File: src/rtl/jtag_tap_driver.sv
// Host-side JTAG initiator: serialises IR/DR scan requests onto TCK/TMS/TDI,
// tracks the TAP state itself and returns the TDO bits captured while shifting.
module jtag_tap_driver #(
   parameter int unsigned ClkDiv = 4,
   parameter int unsigned MaxLen = 64,
   localparam int unsigned LenW = $clog2(MaxLen + 1)
) (
   input  logic              clk_i,
   input  logic              trst_ni,
   input  logic              req_valid_i,
   output logic              req_ready_o,
   input  logic              req_ir_i,
   input  logic              req_reset_i,
   input  logic [LenW-1:0]   req_len_i,
   input  logic [MaxLen-1:0] req_data_i,
   output logic              rsp_valid_o,
   input  logic              rsp_ready_i,
   output logic [MaxLen-1:0] rsp_data_o,
   output logic              tck_o,
   output logic              tms_o,
   output logic              tdi_o,
   input  logic              tdo_i
);

   localparam int unsigned DivW = $clog2(ClkDiv + 1);

   localparam logic [2:0] RST_SEQ = 3'd0;
   localparam logic [2:0] IDLE    = 3'd1;
   localparam logic [2:0] SEL     = 3'd2;
   localparam logic [2:0] SHIFT   = 3'd3;
   localparam logic [2:0] EXIT    = 3'd4;
   localparam logic [2:0] UPD     = 3'd5;
   localparam logic [2:0] RSP     = 3'd6;

   logic [2:0]        state_q, state_d;
   logic [DivW-1:0]   div_q, div_d;
   logic [LenW-1:0]   cnt_q, cnt_d;
   logic [LenW-1:0]   len_q, len_d;
   logic              ir_q, ir_d;
   logic              rst_rsp_q, rst_rsp_d;
   logic [MaxLen-1:0] data_q, data_d;
   logic [MaxLen-1:0] cap_q, cap_d;
   logic              tck_q, tck_d;
   logic              tms_q, tms_d;
   logic              tdi_q, tdi_d;
   logic              req_ready_q, req_ready_d;
   logic              rsp_valid_q, rsp_valid_d;
   logic [MaxLen-1:0] rsp_data_q, rsp_data_d;

   logic              running;
   logic              tick;
   logic              rise;
   logic              fall;
   logic              last_bit;
   logic [LenW-1:0]   len_clamp;

   assign running   = state_q inside {RST_SEQ, SEL, SHIFT, EXIT, UPD};
   assign tick      = running && (div_q == DivW'(ClkDiv - 1));
   assign rise      = tick && !tck_q;
   assign fall      = tick && tck_q;
   assign len_clamp = (req_len_i > LenW'(MaxLen)) ? LenW'(MaxLen) : req_len_i;

   // Index of the final TCK within the current TAP-walking state
   always_comb begin
      last_bit = 1'b1;
      case (state_q)
         RST_SEQ: last_bit = (cnt_q == LenW'(5));
         SEL:     last_bit = (cnt_q == (ir_q ? LenW'(3) : LenW'(2)));
         SHIFT:   last_bit = (cnt_q == len_q - LenW'(1));
         default: last_bit = 1'b1;
      endcase
   end

   // Next-state and next-output logic; TMS/TDI only move on TCK falling edges
   always_comb begin
      state_d     = state_q;
      div_d       = '0;
      cnt_d       = cnt_q;
      len_d       = len_q;
      ir_d        = ir_q;
      rst_rsp_d   = rst_rsp_q;
      data_d      = data_q;
      cap_d       = cap_q;
      tck_d       = tck_q;
      tms_d       = tms_q;
      tdi_d       = tdi_q;
      req_ready_d = req_ready_q;
      rsp_valid_d = rsp_valid_q;
      rsp_data_d  = rsp_data_q;

      if (running) begin
         div_d = tick ? '0 : div_q + DivW'(1);
      end
      if (tick) begin
         tck_d = ~tck_q;
      end
      if (rise && state_q == SHIFT) begin
         cap_d = {tdo_i, cap_q[MaxLen-1:1]};
      end

      case (state_q)
         RST_SEQ: begin
            if (fall) begin
               if (last_bit) begin
                  tms_d = 1'b0;
                  cnt_d = '0;
                  if (rst_rsp_q) begin
                     state_d = RSP;
                  end else begin
                     state_d     = IDLE;
                     req_ready_d = 1'b1;
                  end
               end else begin
                  cnt_d = cnt_q + LenW'(1);
                  tms_d = (cnt_q < LenW'(4));
               end
            end
         end
         IDLE: begin
            tms_d = 1'b0;
            tdi_d = 1'b0;
            if (req_valid_i && req_ready_q) begin
               req_ready_d = 1'b0;
               cnt_d       = '0;
               cap_d       = '0;
               ir_d        = req_ir_i;
               data_d      = req_data_i;
               len_d       = len_clamp;
               rst_rsp_d   = 1'b0;
               if (req_reset_i) begin
                  state_d   = RST_SEQ;
                  rst_rsp_d = 1'b1;
                  len_d     = '0;
                  tms_d     = 1'b1;
               end else if (len_clamp == '0) begin
                  state_d = RSP;
               end else begin
                  state_d = SEL;
                  tms_d   = 1'b1;
               end
            end
         end
         SEL: begin
            if (fall) begin
               if (last_bit) begin
                  state_d = SHIFT;
                  cnt_d   = '0;
                  tms_d   = (len_q == LenW'(1));
                  tdi_d   = data_q[0];
               end else begin
                  cnt_d = cnt_q + LenW'(1);
                  tms_d = ir_q && (cnt_q == '0);
               end
            end
         end
         SHIFT: begin
            if (fall) begin
               if (last_bit) begin
                  state_d = EXIT;
                  cnt_d   = '0;
                  tms_d   = 1'b1;
                  tdi_d   = 1'b0;
               end else begin
                  cnt_d  = cnt_q + LenW'(1);
                  data_d = data_q >> 1;
                  tdi_d  = data_q[1];
                  tms_d  = (cnt_q + LenW'(2) == len_q);
               end
            end
         end
         EXIT: begin
            if (fall) begin
               state_d = UPD;
               tms_d   = 1'b0;
            end
         end
         UPD: begin
            if (fall) begin
               state_d = RSP;
               tms_d   = 1'b0;
            end
         end
         RSP: begin
            if (!rsp_valid_q) begin
               rsp_valid_d = 1'b1;
               rsp_data_d  = rst_rsp_q ? '0 : cap_q >> (LenW'(MaxLen) - len_q);
            end else if (rsp_ready_i) begin
               rsp_valid_d = 1'b0;
               rst_rsp_d   = 1'b0;
               state_d     = IDLE;
               req_ready_d = 1'b1;
            end
         end
         default: begin
            state_d = RST_SEQ;
            cnt_d   = '0;
            tck_d   = 1'b0;
            tms_d   = 1'b1;
         end
      endcase
   end

   // State and output registers; reset leaves the TAP walk armed to rerun
   always_ff @(posedge clk_i or negedge trst_ni) begin
      if (!trst_ni) begin
         state_q     <= RST_SEQ;
         div_q       <= '0;
         cnt_q       <= '0;
         len_q       <= '0;
         ir_q        <= 1'b0;
         rst_rsp_q   <= 1'b0;
         data_q      <= '0;
         cap_q       <= '0;
         tck_q       <= 1'b0;
         tms_q       <= 1'b1;
         tdi_q       <= 1'b0;
         req_ready_q <= 1'b0;
         rsp_valid_q <= 1'b0;
         rsp_data_q  <= '0;
      end else begin
         state_q     <= state_d;
         div_q       <= div_d;
         cnt_q       <= cnt_d;
         len_q       <= len_d;
         ir_q        <= ir_d;
         rst_rsp_q   <= rst_rsp_d;
         data_q      <= data_d;
         cap_q       <= cap_d;
         tck_q       <= tck_d;
         tms_q       <= tms_d;
         tdi_q       <= tdi_d;
         req_ready_q <= req_ready_d;
         rsp_valid_q <= rsp_valid_d;
         rsp_data_q  <= rsp_data_d;
      end
   end

   assign req_ready_o = req_ready_q;
   assign rsp_valid_o = rsp_valid_q;
   assign rsp_data_o  = rsp_data_q;
   assign tck_o       = tck_q;
   assign tms_o       = tms_q;
   assign tdi_o       = tdi_q;

endmodule

File: config.mk
export PLATFORM = sky130hd
export DESIGN_NAME = jtag_tap_driver
export DESIGN_NICKNAME = d
export VERILOG_FILES = /design/src/rtl/jtag_tap_driver.sv
export SDC_FILE = /design/constraint.sdc
export NUM_CORES = 1
export LEC_CHECK = 0
export BUFFER_PORTS_ARGS = -buffer_cell sky130_fd_sc_hd__buf_2
export CELL_PAD_IN_SITES_DETAIL_PLACEMENT = 0
export CELL_PAD_IN_SITES_GLOBAL_PLACEMENT = 1
export CORE_ASPECT_RATIO = 1.1
export CORE_MARGIN = 1.5
export CORE_UTILIZATION = 49
export CTS_CLUSTER_SIZE = 12
export DETAILED_ROUTE_END_ITERATION = 6
export GPL_TIMING_DRIVEN = 0
export PLACE_DENSITY = 0.85
export SLEW_MARGIN = 30
export SYNTH_ARGS = -nofsm -noshare
export SYNTH_HDL_FRONTEND = slang
export SYNTH_SLANG_ARGS = --single-unit
File: constraint.sdc
create_clock -name clk_i -period 7.8 [get_ports clk_i]
set_clock_uncertainty 0.05 [all_clocks]
set_input_delay 1.17 -clock clk_i [delete_from_list [all_inputs] [get_ports clk_i]]
set_output_delay 1.17 -clock clk_i [all_outputs]
set_load 0.01 [all_outputs]
[Yosys cells after proc, flatten, opt, wreduce, memory -nomap -nowiden]
Cells that the tools add are included.
Operators by class
  shifts and indexed selects: 1
  $mul: 0
  multiplexer cells: 65
  eq/ne operators: 28
  reductions and logical operators: 28
  bitwise gates (word level): 4
  add/sub/neg operators: 5
  $lt $le $gt $ge: 2
  div/mod/pow operators: 0
Operators with widths (number)
  $mux W64: 7
  $pmux W64 S2: 1
  $shr A64 B7 Y64: 1
  $mux W3: 16
  $mux W7: 5
  $mux W1: 29
  $ne A2 B2 Y1 const B: 13
  $pmux W3 S7: 1
  $pmux W7 S3: 1
  $eq A7 B7 Y1: 2
  $logic_not A7 Y1: 2
  $reduce_and A4 Y1: 3
  $reduce_and A11 Y1: 1
  $eq A3 B2 Y1 const B: 3
  $eq A3 B3 Y1 const B: 3
  $pmux W1 S3: 3
  $add A7 B1 Y7 const B: 1
  $add A7 B2 Y7 const B: 1
  $eq A7 B1 Y1 const B: 1
  $eq A7 B2 Y1: 1
  $eq A7 B3 Y1 const B: 1
  $gt A7 B7 Y1 const B: 1
  $lt A7 B3 Y1 const B: 1
  $reduce_and A7 Y1: 1
  other kinds (20): 34
Word-level totals
  word-level logic and storage cells: 147
  ROM bits: 0
  memories kept: 0
  bits in writable memories: 0
  latch bits: 0
  bits of input ports: 78
  bits in registers: 219

[Depth between registers and ports, before layout]
Gate-level depths: netlist of the first run.
  depth in word-level cells: 8
  depth in mapped cells: 15
  depth with buffers taken out: 10

[Least setup slack after synthesis of the first run]
OpenSTA, ideal clock, no wires.
  path type: register to register
  start point: register len_q[0]
  end point: register rsp_data_q[6] (netlist: rsp_data_o[6])
  path slack: 4.228 ns
  buffers on the path: 5
  period minus slack after synthesis: 3.572 ns
  required time: 7.623 ns
  arrival: 3.395 ns
  cell stages (with the launch flop): 15
  path through: dfrtp_1 -> inv_1 -> buf_1 -> ha_1 -> clkbuf_1 -> clkbuf_1 -> buf_1 -> buf_2 -> mux4_2 -> nand2_1 -> o211ai_1 -> o211ai_1 -> o21ai_0 -> a222oi_1 -> inv_1
On the way
  longest elaborated chain between the ends: 3
Ends and longest elaborated chain
  start: declaration: line 38  | logic [LenW-1:0] len_q, len_d;
  start signal: assignment: line 224  | len_q <= len_d;
  $sub A7 B7 Y7: line 186  | rsp_data_d = rst_rsp_q ? '0 : cap_q >> (LenW'(MaxLen) - len_q);
  $shr A64 B7 Y64: line 186
  $mux W64: line 186
  end signal: assignment: line 234  | rsp_data_q <= rsp_data_d;
  end: declaration: line 48  | logic [MaxLen-1:0] rsp_data_q, rsp_data_d;
No other way between the ends.
A chain may end at the register's enable or synchronous reset.

[Worst setup path after layout of the first run]
  start point: register len_q[0]
  end point: register rsp_data_q[0] (netlist: rsp_data_o[0])
Same word-level chain as after synthesis.

==> out/metrics.yaml, run 1 <==
run_status:
  status: "finished, final reports clean"
floorplanning:
  initial_core_util_pct: 49.9
  die_area_mm2: 0.0277
  ios: 147
  fp-row-count: 62
  die_width_um: 159
  dieHeight_um: 174
  core_area_mm2: 0.0262
logic_synthesis:
  synth_area_per_cell_um2: 8.96
  yosys.cell_types.count: 67
  ys_async_sr_fraction_pct: 100
  synth-seq-cells: 219
  netlist_instances: 1460
  yosysWarnings: 0
  synth_nets: 1545
  synth_area_mm2: 0.0131
  ys_seq_area_share_pct: 41.9
  synth_edf_count: 0
  yosys_most_used_dff: "dfrtp_1"
clock_network:
  cts_tree: "yes"
  numClockSinks: 219
  clk_latency_ns: 0.53
  clockRootBuffer: "clkbuf_16"
  clk_pin_slew_ns: 0.07
  cts_inserted_buffers: 24
  htree_levels: 1
  post_cts_resized: 0
  post_cts_buffers: 0
  clk_path_buf_depth: 3
  hold_buffers: 0
final_layout:
  areaGrowthSynthToFinish_pct: 15.4
  nets: 1719
  final_cell_area_mm2: 0.0151
  drive_gt1_share_pct: 15.8
sta:
  drv_slew: 0
  finalCritPeriodShare_pct: 62.9
  relSlewSlack_pct: 41.5
  rsz0062_at_grt: "false"
  finalCriticalPeriod_ns: 4.91
  setup_viol_count_final: 0
  clock.fmax_mhz: 204
  worst_slew_pin_slew_ns: 0.878
  hold_viol: 0
  tns_ns: 0
  setup_ws_ns: 2.89
global_route:
  grt_pass1_vias: 11510
  grt_usage_pct: 28.3
  overflow: 0
  grt_pass1_wl_um: 63100
  antenna_found_initial: 1
  grt_max_degree: 87
routing:
  drt-initial-drc-count: 1041
  post-route-drc-count: 0
  ant_nets: 0
  wl_per_cell_um: 19.4
  vias: 11802
  dr.pass1.iters: 6
  via_per_inst: 5.90
  routed_wl_um: 38800
critical_path:
  critPathArrivalTime_ns: 5.27
  endpoint_kind: "flip-flop"
  crit_type: "flip-flop to flip-flop"
  required_ns: 8.17
  startpoint_type: "flip-flop"
  cp_max_fo: 11
place:
  dpl.hpwl_um: 29500
  place_area_mm2: 0.0143
  dp_slack_ns: 3.00
  place_congestion: 0.984
  port_buffers: 146
power_and_ir_drop:
  p_leak_nw: 7.07
  peakVddDrop_mv: 0.142
  p_per_area_mw_per_mm2: 154
flow_run:
  maxCapViolations: 0
min_path:
  hp-class: "flip-flop to flip-flop"
-- where the power goes --
part | total [W] | internal, W | switching (W)
Clock | 0.00113 | 0.000662 | 0.000467
Sequential | 0.00114 | 0.00114 | 0.00000200
Combinational | 0.0000554 | 0.0000208 | 0.0000346
Total | 0.00232 | 0.00182 | 0.000503
-- critical path, stage by stage, from the launching register on --
cell	delay, ns
dfrtp_1	0.47
inv_1	0.18
buf_1	0.59
ha_1	0.24
clkbuf_1	0.29
clkbuf_1	0.55
buf_1	0.67
mux4_2	0.46
mux2i_1	0.30
a21oi_1	0.20
a21oi_1	0.32
nor3_1	0.18
a221oi_1	0.23
inv_1	0.06
-- worst paths after layout --
kind,start,end,slack (ns),depth (start not counted)
worst max-delay path,len_q[0],rsp_data_o[0],2.89,13
worst min-delay path,div_q[0],div_q[0],0.41,1
worst max register to register,len_q[0],rsp_data_o[0],2.89,13
worst min register to register,div_q[0],div_q[0],0.41,1
max in group asynchronous,trst_ni,cap_q[8],5.98,3
min in group asynchronous,trst_ni,cnt_q[5],0.54,1
-- final cells by class --
class / count / area (um2)
well taps: 352 / 440
fillers: 2457 / 11100
multi-input cells: 1100 / 7050
diodes: 1 / 2.50
clock buffers: 36 / 717
plain buffers: 117 / 468
inverters: 24 / 90.1
repair buffers: 148 / 796
flip-flops and latches: 219 / 5480
clock inverters: 4 / 50.0
-- synthesized netlist by cell type (all sizes together), types with 9 or more instances --
cell / instances / share of area (%)
a31oi: 9 / 0.43
mux4: 37 / 6.4
mux2i: 119 / 9.1
xnor2: 14 / 0.99
a21oi: 113 / 4.4
a22o: 21 / 1.4
dfrtp: 218 / 42
clkbuf: 96 / 2.8
o21ai: 155 / 5.9
a222oi: 10 / 0.76
nand2: 348 / 10
buf: 21 / 0.82
o221ai: 16 / 1.2
o211ai: 35 / 2.0
inv: 24 / 0.69
nor3: 14 / 0.54
nor2: 65 / 1.9
mux2: 17 / 1.5
nand3: 27 / 1.0
-- stage by stage --
stage               instances  hold slack [ns]  utilization, %  power (W)
global placement         1958            0.381            54.4    0.00121
CTS                      2000            0.427            57.6    0.00234
detailed placement       1960            0.417            54.7    0.00122
floorplan                1460            0.369               -    0.00117
global route             2000            0.448            57.6    0.00240
finish                   2001            0.413            57.6    0.00232
-- cell families (layout without fill, tap and decap cells) --
group / count (synthesis) / count (layout) / share of synthesized area [%]
and+or+nand+nor: 502 / 502 / 15.9
AOI/OAI and AO/OA: 397 / 397 / 18.6
DFF: 219 / 219 / 41.9
muxes: 173 / 173 / 16.9
buffers and inverters: 141 / 329 / 4.26
xor gates and xnor gates: 21 / 21 / 1.67
adders and majority gates: 7 / 7 / 0.669
other: 0 / 1 / 0
-- state kept, by name, summed over array words and instances (netlist names), 3 cells and up --
signal and count:
len_q 7, state_q 3, rsp_data_o 64, data_q 64, cap_q 64, div_q 3, cnt_q 7
-- routing by layer --
metal	vias to the layer above	global-route usage, %	wire length [um]
met4	0	9.44	1270
met3	79	4.39	2550
li1	5563	-	-
met5	-	0	0
met2	459	46.1	18000
met1	5701	38.5	17000
-- layout by cell type, fill, tap and decap left out, drive strengths merged, types with 9 or more instances in the layout --
master  synthesis  layout
nand2         348     348
dfrtp         218     218
buf            21     169
o21ai         155     155
clkbuf         96     132
mux2i         119     119
a21oi         113     113
nor2           65      65
mux4           37      37
o211ai         35      35
nand3          27      27
inv            24      24
a22o           21      21
mux2           17      17
o221ai         16      16
nor3           14      14
xnor2          14      14
a222oi         10      10
a31oi           9       9
No activity file was read; power rests on OpenSTA's default activity.
==> inputs of run 2 (changes only) <==
Settings changed: ABC_AREA set to 1, CORE_UTILIZATION 49 to 44, PLACE_DENSITY 0.85 to 0.8.
Clock period 7.8 ns to 4.6 ns, I/O delays scaled along.
==> out/metrics.yaml, run 2 <==
final_layout:
  drive_gt1_share_pct: 17.9  # was 15.8%
  final_common_cell: "nand2_1"  # unchanged
  final_cell_area_mm2: 0.0159  # was 0.0151 mm2
  n_fill_cell: 3125  # was 2,457
  multi_input_area_mm2: 0.00697  # was 0.00705 mm2
  register_area_mm2: 0.00548  # unchanged
  nets: 2088  # was 1,719
  areaGrowthSynthToFinish_pct: 15.7  # was 15.4%
  final_cell_mix: "nand2_1 (524), dfrtp_1 (218), o21ai_0 (216)"  # was nand2_1 (347), dfrtp_1 (218), buf_2 (153)
  stdcell_count: 2436  # was 2,001
logic_synthesis:
  yosys.cell_types.count: 47  # was 67
  yosysMostFrequentCell: "nand2_1"  # unchanged
  ys_async_sr_fraction_pct: 100  # unchanged
  synth_nets: 1913  # was 1,545
  synth-seq-cells: 219  # unchanged
  netlist_top_cells_area: "dfrtp_1 (40%), nand2_1 (14%), o21ai_0 (7.9%), inv_1 (4.6%), mux2i_1 (4.5%)"  # was dfrtp_1 (42%), nand2_1 (10%), mux2i_1 (9.1%), mux4_2 (6.4%), a21oi_1 (4.3%)
  synth_area_per_cell_um2: 7.51  # was 8.96 um2
  synth_top_area_share_pct: 39.7  # was 41.7%
  ys_top_cells_by_count: "nand2_1 (524), dfrtp_1 (218), o21ai_0 (216)"  # was nand2_1 (347), dfrtp_1 (218), mux2i_1 (119)
  synth_edf_count: 0  # unchanged
  synth_area_mm2: 0.0137  # was 0.0131 mm2
  netlist_instances: 1828  # was 1,460
  yosysTopAreaCell: "dfrtp_1"  # unchanged
  yosysWarnings: 0  # unchanged
  ys_seq_area_share_pct: 39.9  # was 41.9%
  yosys_most_used_dff: "dfrtp_1"  # unchanged
sta:
  finalCritPeriodShare_pct: 73.7  # was 62.9%
  hold_viol: 0  # unchanged
  relSlewSlack_pct: 46.6  # was 41.5%
  setup_viol_count_final: 0  # unchanged
  rsz0062_at_grt: "false"  # unchanged
  setup_ws_ns: 1.21  # was 2.89 ns
  tns_ns: 0  # unchanged
  worst_slew_pin_slew_ns: 0.801  # was 0.878 ns
  clock.fmax_mhz: 295  # was 204 MHz
  finalCriticalPeriod_ns: 3.39  # was 4.91 ns
  drv_slew: 0  # unchanged
clock_network:
  post_cts_buffers: 0  # unchanged
  clockRootBuffer: "clkbuf_16"  # unchanged
  cts_tree: "yes"  # unchanged
  clk_path_buf_depth: 3  # unchanged
  post_cts_resized: 0  # unchanged
  htree_levels: 1  # unchanged
  clk_latency_ns: 0.54  # was 0.53 ns
  cts_inserted_buffers: 25  # was 24
  clk_pin_slew_ns: 0.06  # was 0.07 ns
  hold_buffers: 0  # unchanged
  numClockSinks: 219  # unchanged
place:
  dpl.hpwl_um: 32700  # was 29,500 um
  place_congestion: 0.942  # was 0.984
  dp_slack_ns: 1.25  # was 3.00 ns
  placed_cells: 2390  # was 1,960
  port_buffers: 146  # unchanged
  place_area_mm2: 0.0150  # was 0.0143 mm2
critical_path:
  critPathArrivalTime_ns: 3.76  # was 5.27 ns
  slowest_delay_ns: 0.57  # was 0.67 ns
  crit_type: "flip-flop to flip-flop"  # unchanged
  required_ns: 4.97  # was 8.17 ns
  startpoint_type: "flip-flop"  # unchanged
  crit_path_cell_trace: "buf_2 -> inv_2 -> ha_1 -> inv_2 -> buf_1 -> mux2i_1 -> o21ai_0 -> o21ai_0 -> nand2_1 -> nand3_1 -> nand3_1"  # was inv_1 -> buf_1 -> ha_1 -> clkbuf_1 -> clkbuf_1 -> buf_1 -> mux4_2 -> mux2i_1 -> a21oi_1 -> a21oi_1 -> nor3_1 -> a221oi_1 -> inv_1
  worst_path_max_delay_cell: "buf_1"  # unchanged
  endpoint_kind: "flip-flop"  # unchanged
  rrSetupSlack_ns: 1.21  # was 2.89 ns
  cp_max_fo: 11  # unchanged
routing:
  via_per_inst: 5.37  # was 5.90
  wl_per_cell_um: 17.5  # was 19.4 um
  post-route-drc-count: 0  # unchanged
  dr.pass1.iters: 5  # was 6
  ant_nets: 0  # unchanged
  routed_wl_um: 42500  # was 38,800 um
  drt-initial-drc-count: 773  # was 1,041
  vias: 13072  # was 11.8k
power_and_ir_drop:
  p_leak_nw: 7.90  # was 7.07 nW
  p_total_w: 0.00407  # was 0.00232 W
  p_per_area_mw_per_mm2: 256  # was 154 mW/mm2
  peakVddDrop_mv: 0.272  # was 0.142 mV
global_route:
  antenna_found_initial: 7  # was 1
  grt_pass1_wl_um: 67900  # was 63,100 um
  grt_pass1_vias: 12820  # was 11.5k
  grt_max_degree: 83  # was 87
  grt_usage_pct: 26.5  # was 28.3%
  overflow: 0  # unchanged
flow_run:
  maxCapViolations: 0  # unchanged
floorplanning:
  die_width_um: 171  # was 159 um
  core_area_mm2: 0.0306  # was 0.0262 mm2
  initial_core_util_pct: 44.9  # was 49.9%
  dieHeight_um: 188  # was 174 um
  fp-row-count: 67  # was 62
  ios: 147  # unchanged
  die_area_mm2: 0.0323  # was 0.0277 mm2
run_status:
  status: "finished, final reports clean"  # unchanged
min_path:
  hp-class: "input pin to asynchronous set/reset pin"  # was flip-flop to flip-flop
-- run 2: cell count changes in the layout (fill, tap and decap cells not counted), sizes merged, moves of 16 or more --
cell / change
o21ai: +121
nand3: +97
inv: +158
a21oi: -35
mux2: -17
buf: +43
mux2i: -57
mux4: -37
o211ai: +42
clkbuf: -36
nand2: +181
o221ai: -16
-- run 2: final cells by class --
cell class / count / area share (%)
multi-input cells: 1304 / 43.9
flip-flops and latches: 219 / 34.5
repair buffers: 148 / 5.01
clock buffers: 36 / 4.64
inverters: 181 / 4.29
plain buffers: 124 / 3.77
well taps: 414 / 3.26
clock inverters: 8 / 0.622
diodes: 2 / 0.0315
-- run 2: final timing paths --
path                            startpoint              to  depth (start not counted)
worst max-delay path              len_q[0]   rsp_data_o[2]                         11
worst min-delay path               trst_ni  rsp_data_o[37]                          1
worst max register to register    len_q[0]   rsp_data_o[2]                         11
worst min register to register    div_q[0]        div_q[0]                          1
max in group asynchronous          trst_ni      data_q[54]                          2
min in group clk_i                req_ir_i            ir_q                          3
-- run 2: worst max-delay path: cells and delay by family (launching register included) --
family,cells,cell delay (ns)
muxes,1,0.32
DFF,1,0.34
and+or+nand+nor,3,0.32
buffers and inverters,4,1.13
AOI/OAI and AO/OA,2,0.68
adders and majority gates,1,0.41
-- run 2: report_power, final --
group	total [W]	internal, W	switching (W)	leakage [nW]
Clock	0.00205	0.00122	0.000833	0.408
Sequential	0.00193	0.00193	0.000000398	2.66
Combinational	0.0000898	0.0000312	0.0000586	4.83
-- run 2: kinds of logic (layout without fill, tap and decap cells) --
logic type / after synthesis / after routing / share of synthesized area, %
AOI/OAI and AO/OA: 469 / 469 / 21.7
xor gates and xnor gates: 14 / 14 / 0.947
adders and majority gates: 7 / 7 / 0.638
buffers and inverters: 305 / 497 / 9.33
DFF: 219 / 219 / 39.9
muxes: 62 / 62 / 4.52
other: 0 / 2 / 0
and+or+nand+nor: 752 / 752 / 22.9
-- run 2: metal layers --
layer / global-route usage [%] / wire, um
met5: 0 / 65
met4: 7.79 / 1090
met3: 4.22 / 2320
met2: 44.4 / 20400
met1: 35.1 / 18700
-- run 2: through the flow --
step / hold slack [ns] / util [%]
detailed placement: 0.401 / 49.2
global placement: 0.382 / 49.0
floorplan: 0.344 / -
global route: 0.0680 / 51.9
CTS: 0.0617 / 51.9
finish: 0.0337 / 51.9
==> inputs of run 3 (changes only) <==
Settings changed: CORE_UTILIZATION 44 to 40, PLACE_DENSITY 0.8 to 0.77.
Clock period 4.6 ns to 2.9 ns, I/O delays scaled along.
==> out/metrics.yaml, run 3 (synthesized netlist as in run 2, its figures left out) <==
clock_network:
  cts_tree: "yes"  # unchanged
  clockRootBuffer: "clkbuf_16"  # unchanged
  clk_pin_slew_ns: 0.06  # about the same
  htree_levels: 1  # unchanged
  cts_inserted_buffers: 26  # was 25
  numClockSinks: 219  # unchanged
  clk_path_buf_depth: 3  # unchanged
  clk_latency_ns: 0.55  # was 0.54 ns
flow_run:
  maxCapViolations: 0  # unchanged
critical_path:
  worst_path_max_delay_cell: "dfrtp_1"  # was buf_1
  worstReg2RegStart: "len_q[0]"  # unchanged
  crit_buf_inv: 4  # unchanged
  cp.depth: 11  # unchanged
  cp_top_family: "buffers and inverters"  # unchanged
  startpoint_type: "flip-flop"  # unchanged
  critPathLaunch: "len_q[0]"  # unchanged
  cp_common_cell: "mux2i_1"
  required_ns: 3.26  # was 4.97 ns
  crit_path_cell_trace: "clkbuf_4 -> inv_6 -> ha_2 -> inv_2 -> buf_4 -> mux2i_1 -> mux2i_1 -> o21ai_1 -> nand2_1 -> nand3_1 -> o211ai_1"  # was buf_2 -> inv_2 -> ha_1 -> inv_2 -> buf_1 -> mux2i_1 -> o21ai_0 -> o21ai_0 -> nand2_1 -> nand3_1 -> nand3_1
  endpoint_kind: "flip-flop"  # unchanged
  cp_max_fo: 11  # unchanged
  crit_type: "flip-flop to flip-flop"  # unchanged
  rrSetupSlack_ns: 0.10  # was 1.21 ns
  critPathArrivalTime_ns: 3.15  # was 3.76 ns
  cp-endpoint: "rsp_data_o[16]"  # was rsp_data_o[2]
  slowest_delay_ns: 0.38  # was 0.57 ns
  timing.rr.end: "rsp_data_o[16]"  # was rsp_data_o[2]
  reg2reg_depth: 11  # unchanged
sta:
  rsz0062_at_grt: "true"  # was false
  clock.fmax_mhz: 358  # was 295 MHz
  worst_slew_pin_slew_ns: 0.755  # was 0.801 ns
  tns_ns: 0  # unchanged
  drv_slew: 0  # unchanged
  hold_viol: 0  # unchanged
  setup_viol_count_final: 0  # unchanged
  setup_ws_ns: 0.103  # was 1.21 ns
  finalCriticalPeriod_ns: 2.80  # was 3.39 ns
  finalCritPeriodShare_pct: 96.4  # was 73.7%
  relSlewSlack_pct: 49.6  # was 46.6%
final_layout:
  postLayoutCoreUtil_pct: 47.3  # was 51.9%
  nets: 2092  # was 2,088
  stdcell_count: 2469  # was 2,436
  areaGrowthSynthToFinish_pct: 17.3  # was 15.7%
  final_common_cell: "nand2_1"  # unchanged
  final_cell_mix: "nand2_1 (523), dfrtp_1 (218), buf_2 (187)"  # was nand2_1 (524), dfrtp_1 (218), o21ai_0 (216)
  drive_gt1_share_pct: 19.3  # was 17.9%
place:
  dp_slack_ns: -0.410  # was 1.25 ns
  dpl.hpwl_um: 33500  # was 32,700 um
  place_congestion: 0.948  # was 0.942
  placed_cells: 2415  # was 2,390
  port_buffers: 146  # unchanged
floorplanning:
  die_width_um: 180  # was 171 um
  fp-row-count: 71  # was 67
  die_area_mm2: 0.0355  # was 0.0323 mm2
  ios: 147  # unchanged
  initial_core_util_pct: 40.4  # was 44.9%
  core_area_mm2: 0.0340  # was 0.0306 mm2
  dieHeight_um: 197  # was 188 um
routing:
  drt-initial-drc-count: 831  # was 773
  vias: 13053  # about the same
  post-route-drc-count: 0  # unchanged
  wl_per_cell_um: 17.6  # was 17.5 um
  ant_nets: 0  # unchanged
  routed_wl_um: 43500  # was 42,500 um
  dr.pass1.iters: 5  # unchanged
  via_per_inst: 5.29  # was 5.37
power_and_ir_drop:
  p_per_area_mw_per_mm2: 406  # was 256 mW/mm2
  p_int_w: 0.00509  # was 0.00318 W
  p_seq_share_pct: 46.7  # was 47.4%
  peakVddDrop_mv: 0.381  # was 0.272 mV
  p_sw_share_pct: 22.2  # was 21.9%
  p_leak_nw: 7.96  # was 7.90 nW
  clock_power_share_pct: 51.0  # was 50.4%
  combPwrFrac_pct: 2.3  # was 2.2%
  p_switching_w: 0.00145  # was 0.000892 W
run_status:
  status: "finished, final reports clean"  # unchanged
global_route:
  grt_pass1_vias: 12813  # about the same
  grt_max_degree: 81  # was 83
  antenna_found_initial: 10  # was 7
  grt_pass1_wl_um: 70200  # was 67,900 um
  grt_usage_pct: 24.5  # was 26.5%
  overflow: 0  # unchanged
min_path:
  hp-class: "input pin to flip-flop"  # was input pin to asynchronous set/reset pin
## run 3: worst min-delay path: cells and delay by family
family                 cells  cell delay [ns]
buffers and inverters      1             0.08
AOI/OAI and AO/OA          1             0.07
and+or+nand+nor            1             0.05
## run 3: layout make-up
type	instances	area, um2
Antenna cell	4	10.0
Buffer	124	624
Clock buffer	35	746
Clock inverter	13	120
Fill cell	3470	17900
Inverter	181	687
Multi-Input combinational cell	1304	7050
Sequential cell	219	5480
Tap cell	438	548
Timing Repair Buffer	151	841
## run 3: metal layers
metal	global-route usage, %	share of wire (%)	vias to the layer above
met1	32.1	44	6207
li1	-	-	6441
met3	4.30	5.0	79
met5	0	0.15	-
met2	41.7	49	312
met4	6.51	2.4	14
## run 3: what timing repair did
action,4_1_cts,5_1_grt
buffers inserted,1,0
hold endpoints to repair,27,0
hold buffers,1,0
resized for setup,38,26
endpoints found under the setup margin,58,41
## run 3: worst min-delay path by stage
stage	start	to	slack, ns	depth (start not counted)
5_1_grt	req_data_i[37]	data_q[37]	0.09	3
6_report	req_ir_i	ir_q	0.07	3
4_1_cts	req_ir_i	ir_q	0.06	3
3_3_place_gp	div_q[0]	div_q[0]	0.38	1
2_1_floorplan	trst_ni	cap_q[0]	0.09	0
3_5_place_dp	trst_ni	rsp_data_o[51]	0.25	1
## run 3: through the flow
stage / hold slack (ns) / power [W] / instance area (um2)
global route: 0.0860 / 0.00677 / 16100
floorplan: 0.0894 / 0.00312 / 13700
CTS: 0.0568 / 0.00663 / 16000
global placement: 0.385 / 0.00325 / 15000
detailed placement: 0.254 / 0.00327 / 15100
finish: 0.0743 / 0.00654 / 16100
## run 3: power groups by stage
stage          sequential (W)  combinational (W)  clock, W
6_report              0.00306           0.000150   0.00333
5_1_grt               0.00306           0.000172   0.00354
4_1_cts               0.00306           0.000155   0.00342
3_5_place_dp          0.00311           0.000152         0
3_3_place_gp          0.00311           0.000137         0
2_1_floorplan         0.00311          0.0000101         0
